`src/rtl/io_trap_controller.sv`:
```
// io_trap_controller: detects I/O cycles to the trapped port window, latches the access,
// fires an NMI and holds trap context until the handler's untrapping RETN.
module io_trap_controller #(
    parameter logic [7:0] TRAP_LO    = 8'hA0,
    parameter logic [7:0] TRAP_HI    = 8'hA1,
    parameter int         NMI_CYCLES = 4
) (
    input  logic       clk,
    input  logic       rst_n,
    input  logic       iorq_n,
    input  logic       m1_n,
    input  logic       wr_n,
    input  logic [7:0] addr,
    input  logic [7:0] data_in,
    input  logic       trap_en,
    input  logic       io_direction,
    input  logic       last_isr_untrap,
    output logic       ignore_next_isr,
    output logic       nmi_n,
    output logic       trapped,
    output logic       trap_valid,
    output logic [7:0] trap_addr,
    output logic [7:0] trap_data,
    output logic       trap_dir
);
    typedef enum logic [1:0] {IDLE, ARM, NMI, TRAPPED} state_t;

    state_t     state, state_nx;
    logic [2:0] iorq_sr, m1_sr;
    logic [1:0] wr_sr;
    logic [3:0] cnt;
    logic       untrap_chk;
    logic       io_cycle, iorq_rise, m1_rise, in_win;

    // [1] is the synchronised level, [2] its one-clock delay for edge detection
    assign io_cycle  = !iorq_sr[1] && m1_sr[1];
    assign iorq_rise = iorq_sr[1] && !iorq_sr[2];
    assign m1_rise   = m1_sr[1] && !m1_sr[2];
    assign in_win    = (addr >= TRAP_LO) && (addr <= TRAP_HI);

    always_comb begin
        state_nx = state;
        case (state)
            IDLE:    state_nx = (io_cycle && trap_en && in_win) ? ARM : IDLE;
            ARM:     state_nx = iorq_rise ? NMI : ARM;
            NMI:     state_nx = (cnt == 4'd0) ? TRAPPED : NMI;
            TRAPPED: state_nx = (untrap_chk && last_isr_untrap) ? IDLE : TRAPPED;
            default: state_nx = IDLE;
        endcase
    end

    always_ff @(posedge clk or negedge rst_n) begin
        if (!rst_n) begin
            state           <= IDLE;
            iorq_sr         <= 3'b111;
            m1_sr           <= 3'b111;
            wr_sr           <= 2'b11;
            cnt             <= 4'd0;
            untrap_chk      <= 1'b0;
            ignore_next_isr <= 1'b1;
            nmi_n           <= 1'b1;
            trapped         <= 1'b0;
            trap_valid      <= 1'b0;
            trap_addr       <= 8'h00;
            trap_data       <= 8'h00;
            trap_dir        <= 1'b0;
        end else begin
            state           <= state_nx;
            iorq_sr         <= {iorq_sr[1:0], iorq_n};
            m1_sr           <= {m1_sr[1:0], m1_n};
            wr_sr           <= {wr_sr[0], wr_n};
            cnt             <= (state == NMI) ? cnt - 4'd1 : 4'(NMI_CYCLES - 1);
            untrap_chk      <= (state == TRAPPED) && m1_rise;
            ignore_next_isr <= state_nx != TRAPPED;
            nmi_n           <= state_nx != NMI;
            trapped         <= state_nx == TRAPPED;
            trap_valid      <= (state_nx == NMI) || (state_nx == TRAPPED);
            if (state == ARM && !iorq_sr[1]) begin
                trap_addr <= addr;
                trap_dir  <= io_direction;
                trap_data <= !wr_sr[1] ? data_in : 8'h00;
            end
        end
    end
endmodule
```
`config.mk`:
```
export PLATFORM = sky130hd
export DESIGN_NAME = io_trap_controller
export DESIGN_NICKNAME = d
export VERILOG_FILES = /design/src/rtl/io_trap_controller.sv
export SDC_FILE = /design/constraint.sdc
export NUM_CORES = 1
export LEC_CHECK = 0
export CAP_MARGIN = 40
export CORE_MARGIN = 8
export CORE_UTILIZATION = 44
export CTS_CLUSTER_DIAMETER = 150
export DETAILED_ROUTE_END_ITERATION = 8
export GPL_TIMING_DRIVEN = 0
export PLACE_DENSITY = 0.78
export SLEW_MARGIN = 20
export SYNTH_ARGS = -nofsm -noshare
export SYNTH_HDL_FRONTEND = slang
export SYNTH_SLANG_ARGS = --single-unit
export TNS_END_PERCENT = 20
```
`constraint.sdc`:
```
create_clock -name clk -period 2 [get_ports clk]
set_input_delay 0.6 -clock clk [delete_from_list [all_inputs] [get_ports clk]]
set_output_delay 0.6 -clock clk [all_outputs]
set_load 0.005 [all_outputs]
```
# After elaboration in Yosys (flattened, before gate mapping)
# Index checks and enable logic that the tools add are counted.
[op_classes]
n_addsub = 1
n_mux = 7
magnitude_cmp = 2
eq_ne = 7
reduce_logical = 15
[ops]
columns = ["operator", "n"]
rows = [
  ["$logic_and 1x1->1", 9],
  ["$eq 2x2->1 const B", 4],
  ["$ge 8x8->1 const B", 1],
  ["$le 8x8->1 const B", 1],
  ["$mux 8", 1],
  ["$pmux 2 s4", 1],
  ["$logic_not 4->1", 1],
  ["$mux 2", 2],
  ["$mux 4", 1],
  ["$ne 2x2->1 const B", 2],
  ["$sub 4x1->4 const B", 1],
  ["$logic_not 1->1", 3],
  ["$eq 2x1->1 const B", 1],
  ["$logic_not 2->1", 1],
  ["$mux 1", 2],
  ["$logic_or 1x1->1", 1],
]
[word_totals]
wordCells = 45
in_bits = 24
regBits = 36

# Longest topological paths before layout
# Gate-level depths: netlist of the first run.
[depth]
word_depth = 8
ltp_mapped = 5
mapped_depth_nobuf = 5

# Worst setup path before layout of the first run
# OpenSTA, ideal clock, no wires.
[synth_path]
path_kind = "register to register"
startpoint = "reg state[1]"
endpoint = "reg trap_addr[3]"
t_required_ns = 1.875
path_stages_with_launch = 5
t_arrival_ns = 1.353
path_slack_ns = 0.522
synth_period_minus_slack_ns = 1.478
path_cell_list = "dfrtp_1 -> or3b_1 -> buf_6 -> buf_6 -> mux2_4"
[synth_between]
elab_chain_len = 2
[synth_rtl]
columns = ["item", "line_no", "text"]
rows = [
  ["from (decl)", "28", "state_t state, state_nx;"],
  ["from (signal assigned)", "68", "state <= state_nx;"],
  ["$eq 2x1->1", "78", "if (state == ARM && !iorq_sr[1]) begin"],
  ["$logic_and 1x1->1", "78", ""],
  ["to (signal assigned)", "79", "trap_addr <= addr;"],
  ["to (decl)", "22", "output logic [7:0] trap_addr,"],
]
# No other way between the ends.
# A chain may end at the register's enable or synchronous reset.

# Worst setup path after layout of the first run
[layout_path]
startpoint = "reg nmi_n"
endpoint = "out nmi_n"
[layout_rtl]
columns = ["item", "line_no", "text"]
rows = [
  ["from (decl)", "19", "output logic nmi_n,"],
  ["from (signal assigned)", "61", "nmi_n <= 1'b1;"],
  ["from (signal assigned)", "75", "nmi_n <= state_nx != NMI;"],
]
# No word-level cell between the ends.

==> load_flow_metrics.sql, run 1 <==
INSERT INTO impl_metrics (metric_group, metric, value, unit) VALUES
('status', 'status', 'completed', ''),
('die', 'start_util', '0.4496', ''),
('global_route', 'global_route.usage.total', '0.1168', ''),
('final_layout', 'drive_above_1_share', '0.2026', ''),
('detailed_routing', 'drt.antenna.violating_nets', '0', ''),
('clocking', 'post_cts.repair.setup_buffers', '0', ''),
('logic_synthesis', 'post_synth_num_cell_types', '25', ''),
('timing', 'final_skew', '0.008141', 'ns'),
('power', 'max-vdd-ir-drop', '0.6699', 'mV'),
('global_route', 'grt_overflow', '0', ''),
('clocking', 'clock_tree.buffer_depth', '2', ''),
('timing', 'setup_violations', '0', ''),
('timing', 'timing.final.hold_violations', '0', ''),
('die', 'design.portCount', '45', ''),
('clocking', 'cts_inserted_buffers', '5', ''),
('critical_path', 'rr_endpoint', 'trap_addr[6]', ''),
('final_layout', 'nFillCells', '240', ''),
('clocking', 'clkTransAtPathRegs', '0.10', 'ns'),
('critical_path', 'critical_path_peak_fanout', '1', ''),
('clocking', 'cts_hold_buf', '0', ''),
('hold_path', 'hold_class', 'input pin to asynchronous set/reset pin', ''),
('detailed_routing', 'dr_total_vias', '918', ''),
('global_route', 'grt_pass1_vias', '1063', ''),
('critical_path', 'endpoint', 'nmi_n', ''),
('critical_path', 'reg_to_reg_critical_path_startpoint', 'state[1]', ''),
('timing', 'slew-limit-headroom', '0.4987', ''),
('clocking', 'h-tree-depth', '2', ''),
('detailed_routing', 'post_drt_via_cell_ratio', '4.935', ''),
('final_layout', 'area_growth', '42.06', '%'),
('final_layout', 'finish.net_count', '177', ''),
('timing', 'timing_max_transition_violations_final', '0', ''),
('global_route', 'grt_pass1_wl', '4698', 'um'),
('logic_synthesis', 'post_syn_area_per_cell', '13.26', 'um2'),
('die', 'fp-row-count', '20', ''),
('power', 'p_total', '2.545', 'mW'),
('logic_synthesis', 'synth_enable_flop_cells', '0', ''),
('timing', 'timing_worst_slew_pin_value', '0.7519', 'ns'),
('logic_synthesis', 'synthDominantCellAreaShare', '0.4673', ''),
('clocking', 'tritoncts', 'built', ''),
('critical_path', 'critical_path.startpoint_type', 'flip-flop', ''),
('critical_path', 'criticalPathCategory', 'flip-flop to output pin', ''),
('timing', 'finalCritPeriodShare', '0.9676', ''),
('timing', 'grt_setup_unrepaired', 'false', ''),
('detailed_routing', 'firstDrtPassIters', '4', ''),
('critical_path', 'critical_path_data_required_time', '1.40', 'ns'),
('global_route', 'pin_count_of_the_biggest_net_entering_global_routing', '36', ''),
('placed_design', 'count_of_input_and_output_buffers', '44', ''),
('job', 'drv_cap', '0', ''),
('critical_path', 'cp_slowest_cell', 'dfstp_2', ''),
('clocking', 'cts.sink_count', '35', ''),
('logic_synthesis', 'area_contributors_post_synth', 'dfrtp_1 47%, dfstp_2 20%, mux2_4 4.5%', ''),
('die', 'core_area', '2978', 'um2'),
('final_layout', 'multi_input_gate_area_in_the_final_layout', '411.6', 'um2'),
('clocking', 'cts_resized', '0', ''),
('global_route', 'antenna_found_initial', '0', ''),
('clocking', 'cts_root_buffer', 'clkbuf_4', ''),
('power', 'leakagePower', '0.8374', 'nW'),
('placed_design', 'globalplace.congestion', '0.7673', ''),
('die', 'dieHeight', '71.16', 'um'),
('detailed_routing', 'detail_route.drc_violations', '0', ''),
('final_layout', 'insertedDiodeCount', '0', ''),
('logic_synthesis', 'yosys_most_used_dff', 'dfrtp_1', ''),
('timing', 'finalCriticalPeriod', '1.935', 'ns'),
('critical_path', 'reg2regPathDepth', '4', ''),
('critical_path', 'cp_top_family', 'flip-flops', ''),
('logic_synthesis', 'synthesis.yosys.warnings', '0', ''),
('logic_synthesis', 'synth_top_cell_by_area', 'dfrtp_1', ''),
('critical_path', 'crit_path_start', 'nmi_n', ''),
('final_layout', 'ff_latch_area', '888.4', 'um2'),
('detailed_routing', 'drt-wirelength-per-cell', '15.19', 'um'),
('logic_synthesis', 'syn-num-nets', '126', '');
==> cell usage in the layout (no fill, tap or decap) <==
master and instances:
a21oi_1 1, a2bb2oi_1 1, a311oi_1 1, and2_1 1, and2b_1 1, buf_2 2, buf_6 2, bufinv_16 1
clkbuf_4 5, clkbuf_8 1, clkdlybuf4s50_1 43, clkinv_2 1, dfrtp_1 25, dfstp_2 10, ha_1 1, inv_1 3
mux2_2 5, mux2_4 4, nand2_1 14, nand2b_1 9, nand3_1 1, nor2_1 3, nor3_1 1, nor3b_1 2
nor4bb_1 2, o21a_1 1, o21ai_0 8, o21bai_1 1, or3b_1 1, xnor2_1 2
==> synthesized netlist by cell type (2+ instances only) <==
cell,instances
o21ai_0,8
nand2b_1,9
mux2_2,5
nor3b_1,2
nor4bb_1,2
dfrtp_1,25
nand2_1,14
mux2_4,4
inv_1,3
dfstp_2,10
buf_6,2
nor2_1,3
xnor2_1,2
==> layout make-up <==
| type | instances | share of cell area |
|---|---|---|
| sequential | 35 | 0.4671 |
| multi-input combinational | 60 | 0.2164 |
| tap | 33 | 0.02171 |
| clock inverter | 2 | 0.01842 |
| clock buffer | 6 | 0.02697 |
| inverter | 3 | 0.005921 |
| timing repair buffer | 44 | 0.2289 |
| buffer | 3 | 0.01447 |
==> per-layer routing <==
metal	GRT usage	wire length, um	vias to the layer above
li1	-	-	433
met1	0.1129	1059	453
met2	0.2031	1509	28
met3	0.06073	229	4
met4	0.04850	27	0
met5	0	0	-
==> kinds of logic (layout without fill, tap and decap cells) <==
| kind of cell | Yosys count | in the layout | synth area share |
|---|---|---|---|
| flops | 35 | 35 | 0.6635 |
| compound gates | 13 | 13 | 0.05795 |
| fa+ha+maj | 1 | 1 | 0.009344 |
| buf+inv | 6 | 58 | 0.02897 |
| mux | 9 | 9 | 0.08691 |
| simple gates | 35 | 35 | 0.1402 |
| xor+xnor | 2 | 2 | 0.01309 |
==> report_power, final <==
group | internal, mW | total, mW | leakage, nW | switching, mW
Sequential | 0.977 | 1.12 | 0.410 | 0.147
Combinational | 0.589 | 0.903 | 0.379 | 0.314
Clock | 0.295 | 0.518 | 0.0482 | 0.223
==> worst min-delay path by stage <==
stage                  start            to  slack (ns)  cells after the start
CTS                    rst_n      trap_dir        0.33                      1
finish                 rst_n  trap_data[1]        0.33                      1
detailed placement  wr_sr[0]      wr_sr[1]        0.35                      0
global placement    wr_sr[0]      wr_sr[1]        0.35                      0
floorplan              rst_n        cnt[0]        0.30                      0
global route        wr_sr[0]      wr_sr[1]        0.36                      0
==> sequential cells by signal, summed over array words and instances (netlist names) <==
| signal | count |
|---|---|
| trap_data | 8 |
| iorq_sr | 3 |
| trapped | 1 |
| wr_sr | 2 |
| state | 2 |
| ignore_next_isr | 1 |
| nmi_n | 1 |
| trap_addr | 8 |
| cnt | 4 |
| trap_dir | 1 |
| m1_sr | 3 |
| untrap_chk | 1 |
==> through the flow <==
| stage | setup WS [ns] | TNS, ns | area, um2 | utilization | std cells |
|---|---|---|---|---|---|
| after CTS | 0.03111 | 0 | 1902 | 0.6387 | 186 |
| after floorplan | 0.5218 | 0 | 1339 | - | 101 |
| final | 0.06476 | 0 | 1902 | 0.6387 | 186 |
| after detailed placement | 0.2023 | 0 | 1815 | 0.6097 | 178 |
| after global placement | -0.2905 | -7.323 | 1821 | 0.6113 | 178 |
| after global routing | 0.01187 | 0 | 1902 | 0.6387 | 186 |
Power figures use the tool's default switching activity.
==> run 2, diff against run 1 <==
- SETUP_SLACK_MARGIN: unset -> 0.4
- clock period: 2 -> 1.91 ns (I/O delays scaled with it)
==> run 2 against run 1 <==
  * Via count is 4.9% higher
  * Sequential power is 4% higher
  * Global-route usage is 1.3 points higher
  * Routed wire length is 8.1% higher
  * Worst setup slack better by 0.29 ns
  * Non-clock buffer count is 8 higher
  * Final area is 4.7% higher
  * Core utilization is 3.0 points higher
  * Cell count is 4.3% higher
  * Critical path depth is 4 higher
  * Flip-flop and latch count stayed put
  * Critical endpoint is now trap_addr[6]
==> load_flow_metrics.sql, run 2 (synthesized netlist as in run 1, its figures left out) <==
INSERT INTO impl_metrics (metric_group, metric, value, unit) VALUES
('status', 'status', 'completed', ''),
('final_layout', 'drive_above_1_share', '0.2981', ''),
('clocking', 'cts_root_buffer', 'clkbuf_4', ''),
('detailed_routing', 'firstDrtPassIters', '5', ''),
('global_route', 'antenna_found_initial', '0', ''),
('die', 'die_w', '71.16', 'um'),
('timing', 'timing.final.hold_violations', '0', ''),
('power', 'pd_cells', '1350', 'nW/um2'),
('detailed_routing', 'detail_route.drc_violations', '0', ''),
('die', 'dieHeight', '71.16', 'um'),
('global_route', 'grt_pass1_vias', '1124', ''),
('global_route', 'grt_overflow', '0', ''),
('critical_path', 'timing.reg2reg.setup_slack', '0.36', 'ns'),
('final_layout', 'utilization', '0.6689', ''),
('detailed_routing', 'drt-wirelength-per-cell', '15.75', 'um'),
('detailed_routing', 'drt.antenna.violating_nets', '0', ''),
('clocking', 'cts.sink_count', '35', ''),
('placed_design', 'globalplace.congestion', '0.7673', ''),
('placed_design', 'count_of_input_and_output_buffers', '44', ''),
('timing', 'grt_setup_unrepaired', 'true', ''),
('power', 'leakagePower', '0.9180', 'nW'),
('critical_path', 'setup.worst_path.end_class', 'flip-flop', ''),
('placed_design', 'pre_cts_slack', '0.1393', 'ns'),
('die', 'core_area', '2978', 'um2'),
('die', 'fp-row-count', '20', ''),
('timing', 'timing_worst_slew_pin_value', '0.7376', 'ns'),
('detailed_routing', 'detail_route.iter0.violations', '34', ''),
('final_layout', 'area_growth', '48.79', '%'),
('die', 'die-area', '5064', 'um2'),
('critical_path', 'critical_path_data_required_time', '2.13', 'ns'),
('detailed_routing', 'dr_total_vias', '963', ''),
('detailed_routing', 'post_drt_via_cell_ratio', '4.964', ''),
('timing', 'finalCriticalPeriod', '1.551', 'ns'),
('global_route', 'pin_count_of_the_biggest_net_entering_global_routing', '36', ''),
('die', 'design.portCount', '45', ''),
('timing', 'post-route-worst-setup-slack', '0.3591', 'ns'),
('clocking', 'worst_skew_pair.late_latency', '0.33', 'ns'),
('clocking', 'clock_tree.buffer_depth', '2', ''),
('timing', 'timing_max_transition_violations_final', '0', ''),
('critical_path', 'criticalPathCategory', 'flip-flop to flip-flop', ''),
('detailed_routing', 'finalWirelength', '3056', 'um'),
('clocking', 'h-tree-depth', '2', ''),
('placed_design', 'dp_hpwl', '2181', 'um'),
('job', 'drv_cap', '0', ''),
('timing', 'setup_violations', '0', ''),
('critical_path', 'critical_path.startpoint_type', 'flip-flop', ''),
('hold_path', 'hold_class', 'input pin to asynchronous set/reset pin', ''),
('die', 'start_util', '0.4496', ''),
('clocking', 'cts_inserted_buffers', '5', ''),
('final_layout', 'final_common_cell', 'dfrtp_1', ''),
('global_route', 'grt_pass1_wl', '5154', 'um'),
('critical_path', 'critical_path_peak_fanout', '5', ''),
('clocking', 'tritoncts', 'built', ''),
('timing', 'final_skew', '0.008770', 'ns'),
('final_layout', 'finish.net_count', '185', ''),
('final_layout', 'reg_top3', 'trap_addr (8), trap_data (8), cnt (4)', ''),
('power', 'max-vdd-ir-drop', '0.6684', 'mV'),
('timing', 'slew-limit-headroom', '0.5083', ''),
('timing', 'max_freq', '644.8', 'MHz'),
('timing', 'finalCritPeriodShare', '0.8120', ''),
('final_layout', 'insertedDiodeCount', '0', ''),
('critical_path', 'worst-endpoint-arrival', '1.77', 'ns'),
('clocking', 'clkTransAtPathRegs', '0.10', 'ns'),
('final_layout', 'layout_common_cells', '24 x dfrtp_1, 22 x clkdlybuf4s50_1, 15 x clkdlybuf4s15_1', ''),
('global_route', 'global_route.usage.total', '0.1295', '');
-- run 2: area by class of cell --
cell class | count | area (um2)
clock inverter | 2 | 35.03
clock buffer | 6 | 51.30
buffer | 3 | 31.28
timing repair buffer | 52 | 510.5
fill | 228 | 985.9
sequential | 35 | 889.6
multi-input combinational | 60 | 421.7
inverter | 3 | 11.26
tap | 33 | 41.29
-- run 2: where the power goes --
part | leakage [nW] | total (mW) | switching [mW] | internal, mW
registers | 0.409 | 1.17 | 0.142 | 1.02
logic | 0.461 | 0.980 | 0.378 | 0.602
clock network | 0.0482 | 0.544 | 0.235 | 0.309
total | 0.918 | 2.69 | 0.754 | 1.94
-- run 2: path summary, 6_finish.rpt --
check | endpoint | cells past startpoint | start
max | trap_addr[6] | 5 | state[1]
min | trap_data[1] | 1 | rst_n
max reg2reg | trap_addr[6] | 5 | state[1]
min reg2reg | wr_sr[1] | 0 | wr_sr[0]
max in group asynchronous | state[1] | 1 | rst_n
min in group clk | wr_sr[1] | 0 | wr_sr[0]
-- run 2: stage by stage --
stage               power [mW]  area [um2]  setup TNS (ns)  std cells  hold slack [ns]
floorplan                1.574        1339               0        101           0.2774
global placement         2.113        1821          -9.528        178           0.3458
detailed placement       2.157        1815               0        178           0.3473
CTS                      2.710        1982               0        194           0.3063
global route             2.878        1992               0        194           0.3424
finish                   2.690        1992               0        194           0.2965
-- run 2: worst max-delay path: stages (launching register included) --
cell and delay, ns:
dfrtp_2 0.41, buf_6 0.12, or3b_4 0.36, buf_6 0.14
buf_8 0.13, mux2_4 0.29
-- run 2: per-layer routing --
metal / routed length (um) / part of all wire / track usage
met5: 0 / 0 / 0
met4: 61 / 0.020 / 0.05543
met3: 219 / 0.072 / 0.05932
met2: 1644 / 0.54 / 0.2286
met1: 1131 / 0.37 / 0.1266
-- run 2: repair_timing --
action / CTS / global route
pin swaps: 1 / 1
gates resized for setup: 55 / 6
buffers inserted: 7 / 0
hold buffers: 0 / 0
gates cloned: 1 / 0
hold endpoints to repair: 0 / 0
endpoints found under the setup margin: 25 / 35
